File: config.mk
export PLATFORM = sky130hd
export DESIGN_NAME = platform_row_fetcher
export DESIGN_NICKNAME = d
export VERILOG_FILES = /design/src/rtl/platform_pkg.sv /design/src/rtl/row_line_buffer.sv /design/src/rtl/platform_row_fetcher.sv
export SDC_FILE = /design/constraint.sdc
export NUM_CORES = 1
export LEC_CHECK = 0
export BUFFER_PORTS_ARGS = -buffer_cell sky130_fd_sc_hd__buf_2
export CORE_MARGIN = 10
export CORE_UTILIZATION = 45
export DETAILED_ROUTE_END_ITERATION = 7
export GPL_ROUTABILITY_DRIVEN = 0
export PLACE_DENSITY_LB_ADDON = 0.08
export SLEW_MARGIN = 10
export SYNTH_ARGS = -nofsm -noshare
export SYNTH_HDL_FRONTEND = slang
export SYNTH_HIERARCHICAL = 1
export SYNTH_SLANG_ARGS = --single-unit
File: constraint.sdc
create_clock -name Clk -period 4.2 [get_ports Clk]
set_input_delay 0.42 -clock Clk [delete_from_list [all_inputs] [get_ports Clk]]
set_output_delay 0.42 -clock Clk [all_outputs]
set_load 0.005 [all_outputs]
File: src/rtl/platform_pkg.sv
// rtl/platform_pkg.sv - shared types and constants for the platform block row fetcher
package platform_pkg;

    localparam int TILE_W = 16;
    localparam int IDX_W  = $clog2(TILE_W);
    localparam int ROM_AW = 8;
    localparam int PIX_W  = 24;
    localparam logic [PIX_W-1:0] KEY_COLOR = 24'hFF00FF;

    typedef logic [PIX_W-1:0] pixel_t;

    typedef enum logic [1:0] {
        IDLE,
        FETCH,
        DRAIN,
        DONE
    } fetch_state_t;

    // Mirroring reverses the column order within a power-of-two row.
    function automatic logic [IDX_W-1:0] col_of(input logic [IDX_W-1:0] k, input logic mirror);
        return mirror ? ~k : k;
    endfunction

endpackage

File: src/rtl/row_line_buffer.sv
// rtl/row_line_buffer.sv - one-row pixel store with combinational read and transparency flag
module row_line_buffer
    import platform_pkg::*;
(
    input  logic             clk_i,
    input  logic             we_i,
    input  logic [IDX_W-1:0] waddr_i,
    input  pixel_t           wdata_i,
    input  logic [IDX_W-1:0] raddr_i,
    output pixel_t           rdata_o,
    output logic             opaque_o
);

    pixel_t mem_q [TILE_W];

    always_ff @(posedge clk_i) begin
        if (we_i) begin
            mem_q[waddr_i] <= wdata_i;
        end
    end

    assign rdata_o  = mem_q[raddr_i];
    assign opaque_o = (rdata_o != KEY_COLOR);

endmodule

File: src/rtl/platform_row_fetcher.sv
// rtl/platform_row_fetcher.sv - fetches one block row from the sprite ROM into a line buffer
module platform_row_fetcher
    import platform_pkg::*;
(
    input  logic              Clk,
    input  logic              Reset,
    input  logic              start,
    input  logic [IDX_W-1:0]  row,
    input  logic              mirror,
    output logic              busy,
    output logic              done,
    output logic              buf_valid,
    output logic [ROM_AW-1:0] rom_addr,
    input  pixel_t            rom_data,
    input  logic [IDX_W-1:0]  pix_idx,
    output pixel_t            pix_data,
    output logic              pix_opaque
);

    localparam logic [IDX_W-1:0] LAST_K = IDX_W'(TILE_W - 1);

    fetch_state_t      state_q, state_d;
    logic [IDX_W-1:0]  row_q, row_d;
    logic              mirror_q, mirror_d;
    logic [IDX_W-1:0]  ic_q, ic_d;
    logic [ROM_AW-1:0] rom_addr_q, rom_addr_d;
    logic              s1_valid_q, s1_valid_d;
    logic [IDX_W-1:0]  s1_k_q, s1_k_d;
    logic              s2_valid_q;
    logic [IDX_W-1:0]  s2_k_q;
    logic              done_q, done_d;
    logic              buf_valid_q, buf_valid_d;

    always_comb begin
        state_d     = state_q;
        row_d       = row_q;
        mirror_d    = mirror_q;
        ic_d        = ic_q;
        rom_addr_d  = rom_addr_q;
        s1_valid_d  = 1'b0;
        s1_k_d      = ic_q;
        done_d      = 1'b0;
        buf_valid_d = buf_valid_q;
        case (state_q)
            IDLE: begin
                if (start) begin
                    row_d       = row;
                    mirror_d    = mirror;
                    ic_d        = IDX_W'(1);
                    rom_addr_d  = {row, col_of('0, mirror)};
                    s1_valid_d  = 1'b1;
                    s1_k_d      = '0;
                    buf_valid_d = 1'b0;
                    state_d     = FETCH;
                end
            end
            FETCH: begin
                rom_addr_d = {row_q, col_of(ic_q, mirror_q)};
                s1_valid_d = 1'b1;
                s1_k_d     = ic_q;
                ic_d       = ic_q + IDX_W'(1);
                if (ic_q == LAST_K) begin
                    state_d = DRAIN;
                end
            end
            DRAIN: begin
                if (s2_valid_q && (s2_k_q == LAST_K)) begin
                    done_d      = 1'b1;
                    buf_valid_d = 1'b1;
                    state_d     = DONE;
                end
            end
            DONE: begin
                state_d = IDLE;
            end
            default: begin
                state_d = IDLE;
            end
        endcase
    end

    always_ff @(posedge Clk) begin
        if (Reset) begin
            state_q     <= IDLE;
            rom_addr_q  <= '0;
            ic_q        <= '0;
            s1_valid_q  <= 1'b0;
            s2_valid_q  <= 1'b0;
            done_q      <= 1'b0;
            buf_valid_q <= 1'b0;
        end else begin
            state_q     <= state_d;
            row_q       <= row_d;
            mirror_q    <= mirror_d;
            ic_q        <= ic_d;
            rom_addr_q  <= rom_addr_d;
            s1_valid_q  <= s1_valid_d;
            s1_k_q      <= s1_k_d;
            s2_valid_q  <= s1_valid_q;
            s2_k_q      <= s1_k_q;
            done_q      <= done_d;
            buf_valid_q <= buf_valid_d;
        end
    end

    // Stage 2 lines up with rom_data; a reset edge drops whatever is in flight.
    row_line_buffer u_line_buf (
        .clk_i    (Clk),
        .we_i     (s2_valid_q & ~Reset),
        .waddr_i  (s2_k_q),
        .wdata_i  (rom_data),
        .raddr_i  (pix_idx),
        .rdata_o  (pix_data),
        .opaque_o (pix_opaque)
    );

    assign busy      = (state_q != IDLE);
    assign done      = done_q;
    assign buf_valid = buf_valid_q;
    assign rom_addr  = rom_addr_q;

endmodule

==> results.md, run 1 <==
- The run finished with clean final reports.
- The path with the worst hold slack has its endpoint at row_q[0].
- The clock network latency to the later pin of the worst-skew pair is about 0.53 ns.
- The number of antenna violations at the first check in global routing is 1.
- The synthesis-to-layout area growth is 15.34%.
- Data arrives at the worst endpoint at 3.01 ns.
- The level count of the clock H-tree is 2.
- The filler cells instantiated in the layout total 2703.
- The all-layer global routing usage is 16.44%.
- The most used flip-flop cell after synthesis is sky130_fd_sc_hd__edfxtp_1.
- After detailed placement, the total cell area comes to approximately 17000 um2.
- In this run switching power makes up 21.73% of total power.
- In this run the worst path has a maximum fanout of 2.
- The endpoint type of the worst setup path is a primary output.
- The number of hold violations in the final report was 0.
- The worst-case reg-to-reg path depth is 4.
- The fraction of the cycle the final worst path needs is 81.58%.
- TritonCTS built the clock tree.
- The number of buffers inserted for hold repair after clock tree synthesis is 0.
- Setup violations remaining at the end of the flow were counted as 0.
- The total die area is between 40000 and 50000 um2.
- The most used standard cell by instance count after synthesis is sky130_fd_sc_hd__edfxtp_1.
- The combinational share of power is under 10%.
- Summed over all cells, the static leakage comes to between 5 and 6 nW.
- The path class of the tightest hold or removal check is in2reg.
- After synthesis the netlist holds a flip-flop and latch count of about 420.
- The count of port buffers added during placement is 71.
- Sorting the synthesized cells by how often they occur yields sky130_fd_sc_hd__edfxtp_1 (397), sky130_fd_sc_hd__mux4_2 (104), sky130_fd_sc_hd__a22oi_1 (32).
- The share of total power in the clock network is 39.7%.
- In the synthesized netlist, the number of instances is 726.
- The Yosys step of the flow raised 6 warnings.
- The critical path start-end classification is reg2out.
- After detailed routing, the number of remaining DRC violations is 0.
- The CTS sink count is ~420.
- The placed wire-length estimate after detailed placement is approximately 21000 um.
- The worst clock skew is between 0.009 and 0.01 ns.
- The worst hold path depth is 1.
- The net total in the final layout is 880.
- The internal power component is a little over 7 mW.
- For this design the ratio of total power to cell area is 494.7 nW/um2.
- The total placed cells including tap cells is 1249.
- For this configuration, the core starts out at a cell density of 45.75%.
- Row generation in the floorplan step produced 68 rows.
- The mean cell area of the mapped netlist is 21.88 um2.
- After global routing the overflow that remains totals 0.
- Using the TritonRoute via totals, the vias-per-cell ratio works out to around 5.8.
- The number of buffers added by the clock tree synthesis step is 43.
- After synthesis, the cell types taking the most area are sky130_fd_sc_hd__edfxtp_1 (75%), sky130_fd_sc_hd__mux4_2 (15%), sky130_fd_sc_hd__dfxtp_1 (2.3%).
- The worst slew slack as a fraction of its limit is 19.39%.
- The maximum achievable frequency is 291.8 MHz.
- After layout, the worst setup slack is ~0.77 ns.
- Setup repair after global routing left no endpoint under its margin.
- The die is a little over 200 um wide.
- The largest net degree at the start of global routing is 31.
- The finished layout holds 1322 standard cells, fillers aside.
- The fraction of layout instances using a drive strength above 1 is 33.45%.
- The number of pins with negative max-slew slack in the final report is 0.
- VDD sags by at most between 0.3 and 0.4 mV.
- Counting distinct cell types in the post-synthesis netlist gives 41.
- In this run the critical register-to-register path is captured at u_line_buf/mem_q[3][22].
- The measured slew at the worst slew-check pin is between 1 and 1.5 ns.
- The mapped cell area is 15880 um2.
- The vertical extent of the die is 207.9 um.
- The clock slew seen by the registers of the worst setup and hold paths is ~0.060 ns.
- Counting flops with an async set or reset pin after synthesis yields a share of 0%.
- The via count of the first global-routing pass was 8154.
- The element type at the critical path start is a flip-flop.
- The residual antenna-violating net count after detailed routing is 0.
- The count of instances resized after the clock tree is built is 0.
- In this run the standard cell core region covers roughly 35000 um2.
- Of the synthesized area, sequential elements account for just under 80%.
- Before antenna repair, the detailed router went through 5 iterations.
- The launch point of the worst hold path is row[0].
- The total number of vias is 7666.
- The number of setup buffers added after CTS is 0.
- The post-placement worst setup slack is approximately 0.76 ns.
- The post-synth net total is 767.
- For the final routed database, the setup TNS stands at 0 ns.
- The number of antenna diodes is 0.
- Once layout is complete, the utilization of the core stands at 52.77%.
- The number of synthesized flops with an enable pin is 397.
- Across all register-to-register paths, the minimum setup slack is 1.78 ns.
- The tool flagged a number of max-cap violations equal to 0.
- In this run, flip-flops and latches consume 51.7% of the power.
- The total area of multi-input combinational cells is 3495 um2.
- STA puts the critical path data required time at 3.78 ns.
- The average wire per standard cell is 27.11 um.
- The clock period could shrink to 3.427 ns.
- In this run, the number of DRC markers left after iteration 0 of detailed routing was ~610.
- The first global-routing pass estimated 53320 um of wire.
- The startpoint identified for the worst register-to-register timing path is s2_valid_q.
- The dominant cell type by area after synthesis is sky130_fd_sc_hd__edfxtp_1.
- The share of synthesized area in the top cell type comes to 75.06%.
- Wires add up to 35840 um.
- For this design the top-level I/O count stands at 72.
- The longest clock path from root to sink contains 3 buffers.
- The buffer cell driving the clock tree root is sky130_fd_sc_hd__clkbuf_16.
- The sequential cells in the finished layout cover a total of 12280 um2.
- Summing all non-filler instances in the final layout gives an area of 18320 um2.
- In this run the power spent charging and discharging nets is 1.969 mW.
critical path, cell delays in order, from the launching register on:
cell and delay, ns:
sky130_fd_sc_hd__edfxtp_1 0.36, sky130_fd_sc_hd__mux4_2 0.46, sky130_fd_sc_hd__a22oi_1 0.24, sky130_fd_sc_hd__nand2_1 0.12, sky130_fd_sc_hd__or4_1 0.62, sky130_fd_sc_hd__nor4_1 0.27
sky130_fd_sc_hd__buf_4 0.19, sky130_fd_sc_hd__nand3_1 0.07, sky130_fd_sc_hd__buf_2 0.14
cell type report:
cell class / count / area share [%]
inverter: 5 / 0.1025
tap: 455 / 3.108
clock inverter: 15 / 0.8128
multi-input combinational: 269 / 19.08
clock buffer: 58 / 6.469
timing repair buffer: 105 / 3.381
sequential: 415 / 67.05
kinds of logic after synthesis:
kind of cell,after synthesis,share of synthesized area (%)
simple gates,93,2.891
buf+inv,42,1.371
flops,415,77.33
compound gates,57,2.663
fa+ha+maj,5,0.3939
xor+xnor,4,0.2206
mux,110,15.13
layer usage:
layer / vias to the layer above / wire length, um / track usage (%)
met5: - / 17 / 0
met4: 2 / 779 / 4.433
met3: 49 / 2064 / 3.219
met2: 239 / 17390 / 26.42
met1: 4115 / 15590 / 22.49
li1: 3261 / - / -
worst max path at each step:
| stage | from | to | depth (start not counted) |
|---|---|---|---|
| detailed placement | pix_idx[0] | pix_opaque | 9 |
| floorplan | Reset | u_line_buf/mem_q[0][0] | 4 |
| global route | pix_idx[0] | pix_opaque | 9 |
| global placement | pix_idx[0] | pix_opaque | 9 |
| CTS | pix_idx[0] | pix_opaque | 9 |
| finish | u_line_buf/mem_q[11][15] | pix_opaque | 8 |
placed cells by master (no fill, tap or decap), types with 2 or more instances in the layout:
cell,count
sky130_fd_sc_hd__nor3_2,4
sky130_fd_sc_hd__nand2_1,30
sky130_fd_sc_hd__nand2b_1,3
sky130_fd_sc_hd__nor2_4,13
sky130_fd_sc_hd__a21oi_1,12
sky130_fd_sc_hd__buf_2,69
sky130_fd_sc_hd__nor2_1,12
sky130_fd_sc_hd__buf_4,35
sky130_fd_sc_hd__o21ai_1,2
sky130_fd_sc_hd__nand3b_1,2
sky130_fd_sc_hd__nand4_1,3
sky130_fd_sc_hd__clkinvlp_4,3
sky130_fd_sc_hd__inv_1,5
sky130_fd_sc_hd__nor2b_1,5
sky130_fd_sc_hd__nor4_1,2
sky130_fd_sc_hd__nand3_1,5
sky130_fd_sc_hd__dfxtp_1,18
sky130_fd_sc_hd__clkbuf_1,12
sky130_fd_sc_hd__clkbuf_16,45
sky130_fd_sc_hd__a211oi_2,4
sky130_fd_sc_hd__mux2i_1,6
sky130_fd_sc_hd__edfxtp_1,397
sky130_fd_sc_hd__and2_1,6
sky130_fd_sc_hd__ha_1,5
sky130_fd_sc_hd__clkinv_2,2
sky130_fd_sc_hd__a22oi_1,32
sky130_fd_sc_hd__clkinv_1,7
sky130_fd_sc_hd__bufinv_16,3
sky130_fd_sc_hd__xnor2_1,4
sky130_fd_sc_hd__mux4_2,104
power groups by stage:
stage	registers, mW	logic, mW	clock network (mW)
2_1_floorplan	4.76	0.526	0
6_report	4.68	0.784	3.59
5_1_grt	4.69	0.865	3.87
3_5_place_dp	4.77	0.794	0
4_1_cts	4.68	0.796	3.69
3_3_place_gp	4.76	0.759	0
state kept, by name (all words and copies together), names as in the netlist:
signal	count
buf_valid	1
row_q	4
s1_k_q	4
mirror_q	1
s2_k_q	4
ic_q	4
u_line_buf/mem_q	384
s1_valid_q	1
done	1
s2_valid_q	1
rom_addr	8
state_q	2
stage by stage:
step           power, mW  hold slack [ns]
2_1_floorplan      5.287           0.4003
3_3_place_gp       5.522           0.4092
3_5_place_dp       5.564           0.4066
4_1_cts            9.169          0.05795
5_1_grt            9.428          0.04282
6_report           9.062          0.07716
(Power assumes the default switching activity.)
==> run 2: changes to the inputs <==
--- a/config.mk
+++ b/config.mk
@@ -5,6 +5,7 @@
 export SDC_FILE = /design/constraint.sdc
 export NUM_CORES = 1
 export LEC_CHECK = 0
+export ABC_AREA = 1
 export BUFFER_PORTS_ARGS = -buffer_cell sky130_fd_sc_hd__buf_2
 export CORE_MARGIN = 10
 export CORE_UTILIZATION = 45
==> constraint.sdc (replaced) <==
create_clock -name Clk -period 3.6 [get_ports Clk]
set_input_delay 0.36 -clock Clk [delete_from_list [all_inputs] [get_ports Clk]]
set_output_delay 0.36 -clock Clk [all_outputs]
set_load 0.005 [all_outputs]
==> results.md, run 2 <==
- The flow ran to the end, and the final reports show no timing, DRC or antenna violations.
- The number of flip-flops in the largest register is between 300 and 400.
- The overall power after layout is 10.70 mW.
- The most numerous cell type found on the critical path is sky130_fd_sc_hd__nand2_1.
- The average via count per standard cell is about 5.2.
- After routing, the total negative slack on setup checks comes to 0 ns.
- The launch point of the worst hold path is mirror.
- The area of the core is 37580 um2.
- After detailed routing, the average wire length per cell comes to 20.27 um.
- Averaged over all synthesized cells, the footprint is 11.29 um2.
- For the worst setup path, the data arrival time is 2.47 ns.
- The internal power of the cells totals 8.226 mW.
- The worst path needs 2.830 ns of the cycle, external delays included.
- Clock-pin slew was measured on the worst setup and hold paths at approximately 0.06 ns.
- The aggregate global routing overflow is 0.
- The maximum count of clock buffers along a single path is 3.
- The worst clock skew is 0.01440 ns.
- In this run the post-CTS setup repair buffer count came out at 0.
- The initial utilization of the core area, before any placement, comes to between 40% and 50%.
- The min-delay analysis places its worst path in the category in2reg.
- The count of port buffers added during placement is 71.
- The placed wire-length estimate after detailed placement is around 23000 um.
- The leakage power is 7.385 nW.
- The synthesis-to-layout area growth is 14.52%.
- By count the netlist is led by sky130_fd_sc_hd__edfxtp_1 (397), sky130_fd_sc_hd__nand2_1 (394), sky130_fd_sc_hd__nor2_1 (181).
- The synthesized design contains 397 enable-type register cells.
- In this run the critical register-to-register path is launched from s2_valid_q.
- The later pin in the worst-skew pair is clocked with a latency of 0.55 ns.
- The total wire length after detailed routing is roughly 43000 um.
- The slowest library cell on the worst path is sky130_fd_sc_hd__inv_4.
- The number of buffers added by the clock tree synthesis step is 45.
- The net switching power is 2.470 mW.
- The count of unresolved DRC violations after routing is 0.
- The worst endpoint required time is between 3 and 4 ns.
- Setup repair after global routing left no endpoint under its margin.
- The dominant cell type by area after synthesis is sky130_fd_sc_hd__edfxtp_1.
- The via count of the first global-routing pass came to between 10k and 15k.
- Static timing analysis puts the maximum clock frequency at 353.4 MHz.
- The area share of the leading cell type in the synthesized netlist is 69.58%.
- The number of hold violations in the final report is 0.
- Net switching is 23.09% of the power.
- At the pin with the least slew margin, the transition time is 0.8812 ns.
- The pre-antenna-repair detailed-routing pass consisted of 5 iterations.
- The top fanout value on the critical path is 43.
- Leaving out fill and tap cells, the most frequent cells in the layout are sky130_fd_sc_hd__edfxtp_1 (397), sky130_fd_sc_hd__nand2_1 (394), sky130_fd_sc_hd__nand3_1 (171), sky130_fd_sc_hd__nor2_1 (165), sky130_fd_sc_hd__inv_1 (104).
- The endpoint type of the worst setup path is a primary output.
- The critical path start-end classification is in2out.
- Entering global routing, the biggest net connects 106 pins.
- The peak supply drop is 0.3645 mV.
- In the synthesized netlist, the number of instances is approximately 1.5k.
- The number of rows created at floorplan is 71.
- The number of antenna diodes in the final layout is 0.
- After the last flow step, the layout net total stands at 1633.
- Ranked by total cell area, the synthesized netlist is headed by sky130_fd_sc_hd__edfxtp_1 (70%), sky130_fd_sc_hd__nand2_1 (8.6%), sky130_fd_sc_hd__nand3_1 (5.0%).
- The most used standard cell by instance count after synthesis is sky130_fd_sc_hd__edfxtp_1.
- The share of flip-flops with an asynchronous set or reset is 0%.
- The areal power density over the cells is between 500 and 600 nW/um2.
- On the worst path, the slowest cell contributes a delay of 0.37 ns.
- The number of max-capacitance violations reported is 0.
- Tracing the worst setup path back leads to its startpoint at pix_idx[0].
- In this run the cell area of the synthesized design comes to approximately 17000 um2.
- After layout, the worst path uses 78.61% of the clock period.
- The die covers between 40000 and 50000 um2.
- The number of I/O pins is 72.
- The flop and latch count out of synthesis is 415.
- The register with the most flip-flops in the final layout is u_line_buf/mem_q.
- The number of DRC violations after detailed-routing iteration 0 is 737.
- The worst slew slack as a fraction of its limit is about two fifths.
- The first global-routing pass estimated 66340 um of wire.
- The buffer cell driving the clock tree root is sky130_fd_sc_hd__clkbuf_16.
- The post-synth net total is approximately 1.6k.
- Sequential cells were found to cover 71.69% of the synthesized design area.
- Of the total power, combinational logic draws 8.5%.
- The clock net in this run drives a total of 415 sinks.
- The TritonCTS clock tree is yes.
- Traced cell by cell, the critical path runs through buf_6 -> inv_4 -> buf_12 -> nand2_1 -> nand2_1 -> nand2_1 -> nand3_1 -> nand3_1 -> nand2_1 -> nand2_1 -> nor2_1 -> nand2_1 -> nor2_1 -> nand2_1 -> buf_2.
- The total number of vias is between 10k and 15k.
- The all-layer global routing usage is approximately 19%.
- The fraction of layout instances using a drive strength above 1 is 11.66%.
- Setup violations remaining at the end of the flow were counted as 0.
- The die width is 215.1 um.
- In this run, flip-flops and latches consume 50.8% of the power.
- The element type at the critical path start is an input pin.
- The count of instances resized after the clock tree is built is 0.
- The number of pins with negative max-slew slack in the final report is 0.
- Yosys printed 6 warnings.
- The library cell used most frequently in the layout, excluding fill and tap cells, is sky130_fd_sc_hd__edfxtp_1.
- The count of nets left with antenna violations once routing finished came out at 0.
- The clock network accounts for 40.8% of the total power.
- The number of antenna violations at the first check in global routing is 2.
- The most used flip-flop cell after synthesis is sky130_fd_sc_hd__edfxtp_1.
- The unique cell type count in the Yosys netlist is 26.
- The die is approximately 220 um tall.
- The level count of the clock H-tree is 2.
==> run 2: changes by cell type after synthesis, sizes merged, moves of 6 or more <==
| cell | delta |
|---|---|
| a21oi | +10 |
| a22oi | -32 |
| and2 | -6 |
| buf | +40 |
| inv | +105 |
| mux2i | -6 |
| mux4 | -104 |
| nand2 | +366 |
| nand3 | +166 |
| nor2 | +156 |
| nor2b | -6 |
| o211ai | +28 |
| o21ai | +93 |
==> run 2: logic make-up (layout without fill, tap and decap cells) <==
group / after synthesis / in the layout / share of synthesized area (%)
simple gates: 754 / 754 / 17.89
flops: 415 / 415 / 71.69
buf+inv: 192 / 303 / 5.141
compound gates: 152 / 152 / 4.922
fa+ha+maj: 5 / 5 / 0.3652
==> run 2: what timing repair did <==
| item | CTS | global route |
|---|---|---|
| hold buffers | 4 | 0 |
| endpoints found under the hold margin | 4 | 0 |
| endpoints found under the setup margin | 0 | 0 |
==> run 2: power by group through the flow <==
stage               Clock [mW]  Combinational, mW  Sequential, mW
finish                    4.36              0.905            5.43
global route              4.65               1.02            5.44
CTS                       4.46              0.922            5.43
detailed placement           0              0.915            5.53
global placement             0              0.908            5.53
floorplan                    0              0.579            5.53
==> run 2: layout make-up <==
class	instances	area, um2
fill	3311	17960
sequential	415	12280
multi-input combinational	911	4090
clock buffer	64	1250
timing repair buffer	109	794.5
tap	511	639.4
inverter	110	422.9
clock inverter	20	141.4
==> run 2: worst paths after layout <==
check | end | slack [ns] | cells past startpoint
setup / recovery | pix_opaque | 0.77 | 15
hold / removal | mirror_q | 0.03 | 1
setup reg to reg | u_line_buf/mem_q[7][21] | 1.40 | 5
hold reg to reg | s2_valid_q | 0.40 | 2
==> run 2: critical path: cells and delay by family <==
kind                   cells  cell delay (ns)
AND/OR/NAND/NOR           11             1.14
buffers and inverters      4             0.92
==> run 2: metal layers <==
layer | part of all wire, % | GRT usage (%) | vias up
met5 | 0.060 | 0 | -
li1 | - | - | 5347
met1 | 46 | 25.88 | 5524
met4 | 1.8 | 4.271 | 4
met2 | 48 | 30.01 | 229
met3 | 4.4 | 2.598 | 60
==> run 2: stage by stage <==
stage	hold slack, ns	std cells	cell area, um2	utilization, %	worst slack, ns
global route	0.02143	2140	19620	52.21	0.4844
global placement	0.3935	2052	18190	48.40	0.6652
CTS	0.01774	2140	19620	52.21	0.6614
finish	0.03024	2140	19620	52.21	0.7700
floorplan	0.3883	1518	17130	-	1.295
detailed placement	0.3929	2052	18190	48.40	0.6625
